File: src/rtl/agc_if.sv
// Bundle between the AGC sequencer and the receive path.
// new_estimate is a one-cycle strobe with no back-pressure: average_power is
// valid only in the cycle new_estimate is high (and en is high), and the
// sequencer always consumes or drops it in that same cycle.  gain_valid is
// the matching one-cycle strobe marking a new gain value.
interface agc_if #(
  parameter int POWER_WIDTH = 32,
  parameter int GAIN_WIDTH  = 16
);
  logic                          en;
  logic                          new_estimate;
  logic signed [POWER_WIDTH-1:0] average_power;
  logic                          freeze;
  logic [GAIN_WIDTH-1:0]         gain;
  logic                          gain_valid;
  logic                          locked;
  logic                          saturated;
  logic [1:0]                    state;

  // Receive-path side: supplies estimates/control, observes gain and status.
  modport master (
    output en, new_estimate, average_power, freeze,
    input  gain, gain_valid, locked, saturated, state
  );

  // Sequencer side.
  modport slave (
    input  en, new_estimate, average_power, freeze,
    output gain, gain_valid, locked, saturated, state
  );
endinterface

File: src/rtl/agc_controller.sv
// Closed-loop AGC sequencer: compares windowed average power with a target
// and steps a Q4.12 gain word.  States: ACQUIRE (fast steps), TRACK (slow
// steps, locked), HOLD (frozen).  After every gain change the next BLANK_EST
// estimates are discarded because they still reflect the old gain.
module agc_controller #(
  parameter int                    POWER_WIDTH = 32,
  parameter int                    GAIN_WIDTH  = 16,
  parameter logic [POWER_WIDTH-1:0] TARGET      = 32'h0400_0000,
  parameter logic [POWER_WIDTH-1:0] HYST        = 32'h0040_0000,
  parameter logic [POWER_WIDTH-1:0] LOSS_THRESH = 32'h0100_0000,
  parameter logic [GAIN_WIDTH-1:0]  STEP_FAST   = 16'h0100,
  parameter logic [GAIN_WIDTH-1:0]  STEP_SLOW   = 16'h0010,
  parameter logic [GAIN_WIDTH-1:0]  GAIN_INIT   = 16'h1000,
  parameter logic [GAIN_WIDTH-1:0]  GAIN_MIN    = 16'h0100,
  parameter logic [GAIN_WIDTH-1:0]  GAIN_MAX    = 16'h7FFF,
  parameter int                    LOCK_COUNT  = 4,
  parameter int                    BLANK_EST   = 1
) (
  input logic   clk,
  input logic   rst,
  agc_if.slave  bus
);

  typedef enum logic [1:0] {
    ST_ACQUIRE = 2'd0,
    ST_TRACK   = 2'd1,
    ST_HOLD    = 2'd2
  } agc_state_t;

  localparam int LCW = $clog2(LOCK_COUNT + 1);
  localparam int BCW = (BLANK_EST > 0) ? $clog2(BLANK_EST + 1) : 1;
  localparam logic [LCW-1:0] LOCK_MAX   = LCW'(LOCK_COUNT);
  localparam logic [BCW-1:0] BLANK_INIT = BCW'(BLANK_EST);

  // Error arithmetic is one bit wider than the power word so that
  // power - TARGET can never wrap.
  localparam logic signed [POWER_WIDTH:0] TARGET_EXT = {TARGET[POWER_WIDTH-1], TARGET};
  localparam logic [POWER_WIDTH:0]        HYST_EXT   = {1'b0, HYST};
  localparam logic [POWER_WIDTH:0]        LOSS_EXT   = {1'b0, LOSS_THRESH};

  // Gain arithmetic carries two extra bits: one for overflow above
  // GAIN_MAX, one sign bit for underflow below zero.
  localparam logic signed [GAIN_WIDTH+1:0] GAIN_MIN_EXT = {2'b00, GAIN_MIN};
  localparam logic signed [GAIN_WIDTH+1:0] GAIN_MAX_EXT = {2'b00, GAIN_MAX};

  // Registered state and outputs
  agc_state_t            state_q;
  logic [GAIN_WIDTH-1:0] gain_q;
  logic                  gain_valid_q;
  logic                  locked_q;
  logic                  saturated_q;
  logic [LCW-1:0]        lock_cnt_q;
  logic [BCW-1:0]        blank_cnt_q;

  // Combinational datapath
  logic [POWER_WIDTH-1:0]        power_clip;
  logic signed [POWER_WIDTH:0]   err;
  logic [POWER_WIDTH:0]          abs_err;
  logic                          in_band;
  logic                          loss;
  agc_state_t                    base_state;
  logic [LCW-1:0]                base_lock_cnt;
  logic [LCW-1:0]                lock_cnt_inc;
  logic [GAIN_WIDTH-1:0]         step;
  logic signed [GAIN_WIDTH+1:0]  gain_ext;
  logic signed [GAIN_WIDTH+1:0]  step_ext;
  logic signed [GAIN_WIDTH+1:0]  gain_raw;
  logic [GAIN_WIDTH-1:0]         gain_next;
  logic                          clamp_hit;

  // Error magnitude, step selection and clamped candidate gain.
  always_comb begin
    power_clip    = '0;
    err           = '0;
    abs_err       = '0;
    in_band       = 1'b0;
    loss          = 1'b0;
    base_state    = state_q;
    base_lock_cnt = lock_cnt_q;
    lock_cnt_inc  = '0;
    step          = STEP_SLOW;
    gain_ext      = '0;
    step_ext      = '0;
    gain_raw      = '0;
    gain_next     = gain_q;
    clamp_hit     = 1'b0;

    // A negative estimate is physically meaningless; treat it as silence.
    power_clip = bus.average_power[POWER_WIDTH-1] ? '0 : bus.average_power;
    err        = $signed({1'b0, power_clip}) - TARGET_EXT;
    abs_err    = err[POWER_WIDTH] ? $unsigned(-err) : $unsigned(err);
    in_band    = (abs_err <= HYST_EXT);
    loss       = (abs_err >  LOSS_EXT);

    // Leaving HOLD in the same cycle as an estimate: evaluate the estimate
    // against the state being returned to, with a fresh lock count.
    if (state_q == ST_HOLD) begin
      base_state    = locked_q ? ST_TRACK : ST_ACQUIRE;
      base_lock_cnt = '0;
    end

    lock_cnt_inc = (base_lock_cnt == LOCK_MAX) ? base_lock_cnt : base_lock_cnt + 1'b1;

    // Loss of lock in TRACK already uses the fast step in the same update.
    step = ((base_state == ST_ACQUIRE) || loss) ? STEP_FAST : STEP_SLOW;

    gain_ext = $signed({2'b00, gain_q});
    step_ext = $signed({2'b00, step});
    // Power too high (err > 0) -> reduce gain; too low -> increase.
    gain_raw = err[POWER_WIDTH] ? (gain_ext + step_ext) : (gain_ext - step_ext);

    if (gain_raw < GAIN_MIN_EXT) begin
      gain_next = GAIN_MIN;
      clamp_hit = 1'b1;
    end else if (gain_raw > GAIN_MAX_EXT) begin
      gain_next = GAIN_MAX;
      clamp_hit = 1'b1;
    end else begin
      gain_next = gain_raw[GAIN_WIDTH-1:0];
    end
  end

  // Sequencer FSM with registered outputs; rst overrides everything.
  always_ff @(posedge clk) begin
    if (rst) begin
      state_q      <= ST_ACQUIRE;
      gain_q       <= GAIN_INIT;
      gain_valid_q <= 1'b0;
      locked_q     <= 1'b0;
      saturated_q  <= 1'b0;
      lock_cnt_q   <= '0;
      blank_cnt_q  <= '0;
    end else begin
      gain_valid_q <= 1'b0;
      if (bus.en) begin
        if (bus.freeze) begin
          // Freeze beats any estimate; gain, counters and locked are held.
          state_q <= ST_HOLD;
        end else begin
          if (state_q == ST_HOLD) begin
            state_q    <= base_state;
            lock_cnt_q <= '0;
          end
          if (bus.new_estimate) begin
            if (blank_cnt_q != '0) begin
              // Estimate still measured at the previous gain: drop it.
              blank_cnt_q <= blank_cnt_q - 1'b1;
            end else if (in_band) begin
              lock_cnt_q <= lock_cnt_inc;
              if ((base_state == ST_ACQUIRE) && (lock_cnt_inc == LOCK_MAX)) begin
                state_q  <= ST_TRACK;
                locked_q <= 1'b1;
              end
            end else begin
              lock_cnt_q  <= '0;
              saturated_q <= clamp_hit;
              if ((base_state == ST_TRACK) && loss) begin
                state_q  <= ST_ACQUIRE;
                locked_q <= 1'b0;
              end
              // A clamp that leaves the gain where it was is not a change:
              // no pulse and no blanking.
              if (gain_next != gain_q) begin
                gain_q       <= gain_next;
                gain_valid_q <= 1'b1;
                blank_cnt_q  <= BLANK_INIT;
              end
            end
          end
        end
      end
    end
  end

  assign bus.gain       = gain_q;
  assign bus.gain_valid = gain_valid_q;
  assign bus.locked     = locked_q;
  assign bus.saturated  = saturated_q;
  assign bus.state      = state_q;

endmodule

File: src/flat_wrapper.sv
// flat-port wrapper written by rule: the top's interface ports become plain ports
module agc_controller_flat 
#(
  parameter int                    POWER_WIDTH = 32,
  parameter int                    GAIN_WIDTH  = 16,
  parameter logic [POWER_WIDTH-1:0] TARGET      = 32'h0400_0000,
  parameter logic [POWER_WIDTH-1:0] HYST        = 32'h0040_0000,
  parameter logic [POWER_WIDTH-1:0] LOSS_THRESH = 32'h0100_0000,
  parameter logic [GAIN_WIDTH-1:0]  STEP_FAST   = 16'h0100,
  parameter logic [GAIN_WIDTH-1:0]  STEP_SLOW   = 16'h0010,
  parameter logic [GAIN_WIDTH-1:0]  GAIN_INIT   = 16'h1000,
  parameter logic [GAIN_WIDTH-1:0]  GAIN_MIN    = 16'h0100,
  parameter logic [GAIN_WIDTH-1:0]  GAIN_MAX    = 16'h7FFF,
  parameter int                    LOCK_COUNT  = 4,
  parameter int                    BLANK_EST   = 1
)
  (clk, rst, bus_en, bus_new_estimate, bus_average_power, bus_freeze, bus_gain, bus_gain_valid, bus_locked, bus_saturated, bus_state);
  agc_if #(.POWER_WIDTH(POWER_WIDTH), .GAIN_WIDTH(GAIN_WIDTH)) bus_i ();
  input logic clk;
  input logic rst;
  input wire logic [$bits(bus_i.en)-1:0] bus_en;
  input wire logic [$bits(bus_i.new_estimate)-1:0] bus_new_estimate;
  input wire logic [$bits(bus_i.average_power)-1:0] bus_average_power;
  input wire logic [$bits(bus_i.freeze)-1:0] bus_freeze;
  output wire logic [$bits(bus_i.gain)-1:0] bus_gain;
  output wire logic [$bits(bus_i.gain_valid)-1:0] bus_gain_valid;
  output wire logic [$bits(bus_i.locked)-1:0] bus_locked;
  output wire logic [$bits(bus_i.saturated)-1:0] bus_saturated;
  output wire logic [$bits(bus_i.state)-1:0] bus_state;
  assign bus_i.en = bus_en;
  assign bus_i.new_estimate = bus_new_estimate;
  assign bus_i.average_power = bus_average_power;
  assign bus_i.freeze = bus_freeze;
  assign bus_gain = bus_i.gain;
  assign bus_gain_valid = bus_i.gain_valid;
  assign bus_locked = bus_i.locked;
  assign bus_saturated = bus_i.saturated;
  assign bus_state = bus_i.state;
  agc_controller #(.POWER_WIDTH(POWER_WIDTH), .GAIN_WIDTH(GAIN_WIDTH), .TARGET(TARGET), .HYST(HYST), .LOSS_THRESH(LOSS_THRESH), .STEP_FAST(STEP_FAST), .STEP_SLOW(STEP_SLOW), .GAIN_INIT(GAIN_INIT), .GAIN_MIN(GAIN_MIN), .GAIN_MAX(GAIN_MAX), .LOCK_COUNT(LOCK_COUNT), .BLANK_EST(BLANK_EST)) u_core (.clk(clk), .rst(rst), .bus(bus_i));
endmodule
File: config.mk
export PLATFORM = sky130hd
export DESIGN_NAME = agc_controller_flat
export DESIGN_NICKNAME = d
export VERILOG_FILES = /design/src/rtl/agc_if.sv /design/src/rtl/agc_controller.sv /design/src/flat_wrapper.sv
export SDC_FILE = /design/constraint.sdc
export NUM_CORES = 1
export LEC_CHECK = 0
export BUFFER_PORTS_ARGS = -buffer_cell sky130_fd_sc_hd__clkbuf_2
export CELL_PAD_IN_SITES_DETAIL_PLACEMENT = 0
export CELL_PAD_IN_SITES_GLOBAL_PLACEMENT = 2
export CORE_UTILIZATION = 34
export DETAILED_ROUTE_END_ITERATION = 7
export GPL_TIMING_DRIVEN = 1
export HOLD_SLACK_MARGIN = 0.06
export PLACE_DENSITY = 0.85
export SLEW_MARGIN = 40
export SYNTH_ARGS = -nofsm -noshare
export SYNTH_HDL_FRONTEND = slang
export SYNTH_SLANG_ARGS = --single-unit
File: constraint.sdc
create_clock -name clk -period 15.8 [get_ports clk]
set_input_delay 0.79 -clock clk [delete_from_list [all_inputs] [get_ports clk]]
set_output_delay 0.79 -clock clk [all_outputs]
set_load 0.02 [all_outputs]
# ---- After elaboration in Yosys (flattened, before gate mapping)
# Index checks and enable logic that the tools add are counted.
dict set report word_totals {
  register_bits 25
}
dict set report op_classes {
  n_lt_le_gt_ge 4
  bitwise 5
  reduce_logical 11
  mux 28
  eq_ne 6
  addsub 6
}
# cell count
set ops {}
lappend ops {{$gt A33 B25 Y1 const B} 1}
lappend ops {{$le A33 B23 Y1 const B} 1}
lappend ops {{$mux W33} 1}
lappend ops {{$neg A33 Y33} 1}
lappend ops {{$sub A32 B27 Y33 const B} 1}
lappend ops {{$mux W16} 2}
lappend ops {{$mux W31} 1}
lappend ops {{$gt A18 B16 Y1 const B} 1}
lappend ops {{$lt A18 B10 Y1 const B} 1}
lappend ops {{$mux W18} 1}
lappend ops {{$add A16 B16 Y17} 1}
lappend ops {{$sub A16 B16 Y17} 1}
lappend ops {{$mux W2} 8}
lappend ops {{$ne A16 B16 Y1} 1}
lappend ops {{$mux W3} 5}
lappend ops {{$reduce_and A6 Y1} 2}
lappend ops {{$mux W1} 9}
lappend ops {{$mux W9} 1}
lappend ops {{$eq A3 B3 Y1 const B} 2}
lappend ops {{$not A1 Y1} 5}
lappend ops {{$reduce_and A5 Y1} 1}
lappend ops {{$reduce_or A5 Y1} 1}
lappend ops {{$add A3 B1 Y3 const B} 1}
lappend ops {{$reduce_and A3 Y1} 1}
lappend ops {{other kinds (9)} 10}

# ---- Longest topological paths before layout
dict set report depth {
  word_depth 16
  mapped_depth 33
  ltp_nobuf 26
}

# ---- Least setup slack after synthesis
# No wires, ideal clock.
dict set report synth_timing {
  path_type {input to register}
  start {input bus_average_power[31]}
  end {register u_core.gain_q[11] (netlist: u_core.bus.gain[11])}
  path_slack_ns 8.397
  setup_ns 0.086
  path_stages 32
  t_arrival_ns 7.316
  path_buffers 6
  cell_sequence {clkbuf_1 -> clkbuf_1 -> inv_1 -> clkbuf_1 -> nand2_1 -> ha_1 -> or4b_1 -> buf_2 -> nand2_1 -> buf_2 -> o211ai_1 -> a22o_1 -> nor4_1 -> a41oi_1 -> a211oi_1 -> o21bai_1 -> or2_2 -> inv_1 -> ha_1 -> ha_1 -> a41o_1 -> o211ai_1 -> or3_1 -> and3b_1 -> o211ai_1 -> a211oi_4 -> o211a_1 -> a31o_1 -> a211oi_4 -> buf_6 -> o21ai_1 -> a221oi_2}
}
dict set report synth_via {
  elab_chain_cells 14
  word_cells_on_any_way 18
}
# element line
set synth_rtl {}
lappend synth_rtl {{from (decl)} flat_wrapper.sv:23} ;# input wire logic [$bits(bus_i.average_power)-1:0] bus_average_power;
lappend synth_rtl {{$mux W31 *} agc_controller.sv:89} ;# power_clip = bus.average_power[POWER_WIDTH-1] ? '0 : bus.average_power;
lappend synth_rtl {{$sub A32 B27 Y33 *} agc_controller.sv:90} ;# err = $signed({1'b0, power_clip}) - TARGET_EXT;
lappend synth_rtl {{$neg A33 Y33} agc_controller.sv:91} ;# abs_err = err[POWER_WIDTH] ? $unsigned(-err) : $unsigned(err);
lappend synth_rtl {{$mux W33} agc_controller.sv:91}
lappend synth_rtl {{$gt A33 B25 Y1} agc_controller.sv:93} ;# loss = (abs_err > LOSS_EXT);
lappend synth_rtl {{$logic_or A1 B1 Y1} agc_controller.sv:105} ;# step = ((base_state == ST_ACQUIRE) || loss) ? STEP_FAST : STEP_SLOW;
lappend synth_rtl {{$mux W9} agc_controller.sv:105}
lappend synth_rtl {{$sub A16 B16 Y17 or $add A16 B16 Y17 (tied branches)} agc_controller.sv:110} ;# gain_raw = err[POWER_WIDTH] ? (gain_ext + step_ext) : (gain_ext - step_ext);
lappend synth_rtl {{$mux W18} agc_controller.sv:110}
lappend synth_rtl {{$gt A18 B16 Y1} agc_controller.sv:115} ;# end else if (gain_raw > GAIN_MAX_EXT) begin
lappend synth_rtl {{$mux W16} agc_controller.sv:115}
lappend synth_rtl {{$mux W16} agc_controller.sv:112} ;# if (gain_raw < GAIN_MIN_EXT) begin
lappend synth_rtl {{$ne A16 B16 Y1} agc_controller.sv:163} ;# if (gain_next != gain_q) begin
lappend synth_rtl {{$reduce_and A6 Y1 (no line)} --}
lappend synth_rtl {{to (signal assigned)} agc_controller.sv:164} ;# gain_q <= gain_next;
lappend synth_rtl {{to (decl)} agc_controller.sv:48} ;# logic [GAIN_WIDTH-1:0] gain_q;
# Every way passes the cells marked *; elsewhere a longest branch is shown, timed or not.
# A chain may end at the register's enable or synchronous reset.

# ---- Worst setup path after layout
dict set report layout_timing {
  start {input bus_average_power[31]}
  end {register u_core.gain_q[7] (netlist: u_core.bus.gain[7])}
}
# Same word-level chain as after synthesis.

==> results.cfg <==
[cts]
numCtsBuffers = 3
clock_path_buffers = 2
cts_setup_buffers = 0
clk_pin_slew_ns = 0.10
numClockSinks = 25
cts_tree = built
clk_latency_ns = 0.28
cts_max_level = 1
cts.hold.buffers_added = 0
cts_root_buffer = clkbuf_8
ctsResizeCount = 0

[worst_hold_path]
hold_path_class = flop to flop
hold_start = u_core.lock_cnt_q[1]
holdPathStages = 2
worstHoldEndpoint = u_core.lock_cnt_q[1]

[worst_setup_path]
reg2reg_slack_ns = 11.08
start_kind = primary input
worstSetupPathType = primary input to flop
r2r_end = u_core.bus.gain[7]
max_stage_delay_ns = 0.63
crit_start = bus_average_power[31]
arrival_ns = 8.90
end_kind = flop
r2r_cells = 16
cp.required_ns = 15.99
worst-path-max-fanout = 31
cp_slowest_cell = or4b_1
reg2reg_from = u_core.bus.state[1]

[place]
io_buffers = 57
dp_hpwl_um = 8218
globalplace.congestion = 0.8867

[synth]
synth_top_area_share_pct = 14.99
synth_area_leaders = dfxtp_1 15%, o21ai_0 4.8%, nand2_1 4.7%
yosys.area.top_type = dfxtp_1
synthCells = 474
synth_seq_area_share_pct = 14.99
avgSynthCellArea_um2 = 7.043
synth_ff_type = dfxtp_1
synthDistinctLibCells = 83
synth_edf_count = 0
synth.ff_latch_count = 25
ys_warn_count = 0
synth_nets = 522
synthTopCellsByCount = 42 x nand2_1, 42 x nor2_1, 32 x o21ai_0, 28 x a21oi_1, 27 x inv_1
synth_area_um2 = 3338
ys_async_sr_fraction_pct = 0

[drt]
vias_per_cell = 6.084
detail_route.wl_per_cell_um = 16.96
route.detailed.drc = 0
first_pass_iters = 6
antenna_left = 0
via_count = 3894
drt_iter0_markers = 196
wl_um = 10850

[power_and_ir_drop]
swShare_pct = 39.55
p_leak_uw = 0.001439
combPwrFrac_pct = 38.6
seqPwrFrac_pct = 38.3
internal_power_uw = 108.6
power_switching_uw = 71.07
vdd_drop_max_mv = 0.03588
powerDensity_nw_per_um2 = 48.16
pwr-share-clk_pct = 23.1

[sta]
finClkSkew_ns = 0.007029
final_hold_viol_count = 0
maxClockFrequency_mhz = 114.8
relSlewSlack_pct = 50.58
finalCritPeriodShare_pct = 55.15
period_needed_ns = 8.714
fin_hold_ws_ns = 0.4640
tns_ns = 0
setup_viol_count_final = 0
drv_slew = 0
rsz0062_at_grt = no
worst_slew_pin_slew_ns = 0.7403

[floorplanning]
start_util_pct = 35.62
dieArea_um2 = 10220
io-pin-count = 58
num_rows = 35
die_x_um = 101.1
core-area_um2 = 9371
die_h_um = 101.1

[finish]
diodes = 0
layout.nets = 560
final_util_pct = 39.81
drive_above_1_share_pct = 16.44
syn_to_final_growth_pct = 11.77

[global_route]
grtUsageTotal_pct = 21.49
grt_max_degree = 32
grt_pass1_wl_um = 17890
antenna_found_initial = 0
grt-ovfl-total = 0
grt_pass1_vias = 3556

[outcome]
status = finished, final reports clean

[run]
cap_violations = 0
[metrics by stage]
step / power [uW] / setup slack, ns / area [um^2] / instances
after global routing: 192.5 / 6.314 / 3731 / 640
final: 179.7 / 7.086 / 3731 / 640
after global placement: 138.8 / 6.521 / 3671 / 635
after detailed placement: 138.9 / 6.840 / 3681 / 636
after CTS: 180.8 / 7.116 / 3731 / 640
after floorplan: 116.5 / 8.397 / 3338 / 474
[state kept, by name, summed over array words and instances (netlist names)]
| register | count |
|---|---|
| u_core.bus.gain_valid | 1 |
| u_core.blank_cnt_q | 1 |
| u_core.bus.locked | 1 |
| u_core.lock_cnt_q | 3 |
| u_core.bus.gain | 16 |
| u_core.bus.saturated | 1 |
| u_core.bus.state | 2 |
[cells by family (layout without fill, tap and decap cells)]
logic type / after synthesis / count (layout) / synth area share (%)
and+or+nand+nor: 198 / 198 / 31.97
AOI/OAI and AO/OA: 172 / 172 / 37.59
buffers and inverters: 53 / 90 / 6.672
DFF: 25 / 25 / 14.99
adders and majority gates: 11 / 11 / 4.123
muxes: 8 / 8 / 2.811
xor gates and xnor gates: 7 / 7 / 1.837
[worst max-delay path by stage]
stage	endpoint	slack, ns	depth (start not counted)
finish	u_core.bus.gain[7]	7.09	27
global route	u_core.bus.gain[7]	6.31	27
CTS	u_core.bus.gain[7]	7.12	28
detailed placement	u_core.bus.gain[7]	6.84	28
global placement	u_core.bus.gain[0]	6.52	25
floorplan	u_core.bus.gain[11]	8.40	32
[power groups by stage]
stage	combinational, uW	sequential [uW]	clock (uW)
2_1_floorplan	47.0	69.5	0
3_3_place_gp	68.6	70.2	0
3_5_place_dp	68.7	70.2	0
4_1_cts	69.0	68.8	43.1
5_1_grt	76.7	69.3	46.5
6_report	69.4	68.9	41.5
[critical path, delay by kind of cell]
kind | cells | cell delay [ns]
AND/OR/NAND/NOR | 6 | 2.32
buffers and inverters | 4 | 1.25
multiplexers | 1 | 0.57
adder cells (fa/ha/maj) | 2 | 0.62
AO/OA/AOI/OAI | 14 | 3.35
[layer usage]
layer	global-route usage, %	share of wire (%)	up-vias	wire, um
met5	0	0	-	0
met4	5.240	1.2	0	128
met3	2.566	6.3	14	688
met2	36.11	45	161	4903
met1	29.07	47	1811	5132
li1	-	-	1908	-
[placed cells by master, fill, tap and decap left out, types with 4 or more instances in the layout]
cell type and instances:
a21o_1 4, a21oi_1 28, a22o_1 4, a31oi_1 10, a32oi_1 7, and3_1 6, and4_1 4, clkbuf_2 57
dfxtp_1 25, ha_1 11, inv_1 27, mux2i_1 6, nand2_1 41, nand2b_1 10, nand3_1 22, nand4_1 8
nand4b_1 4, nor2_1 42, nor3_1 19, nor4_1 9, o2111ai_1 5, o211ai_1 9, o21a_1 6, o21ai_0 32
o21ai_1 9, o31ai_1 9, or4_1 4, xnor2_1 5
[area by class of cell]
class | instances | area, um^2
Clock buffer | 3 | 41.29
Multi-Input combinational cell | 396 | 2618
Clock inverter | 1 | 8.758
Sequential cell | 25 | 500.5
Fill cell | 1040 | 5640
Tap cell | 129 | 161.4
Timing Repair Buffer | 59 | 300.3
Inverter | 27 | 101.3
(Power assumes the default switching activity.)
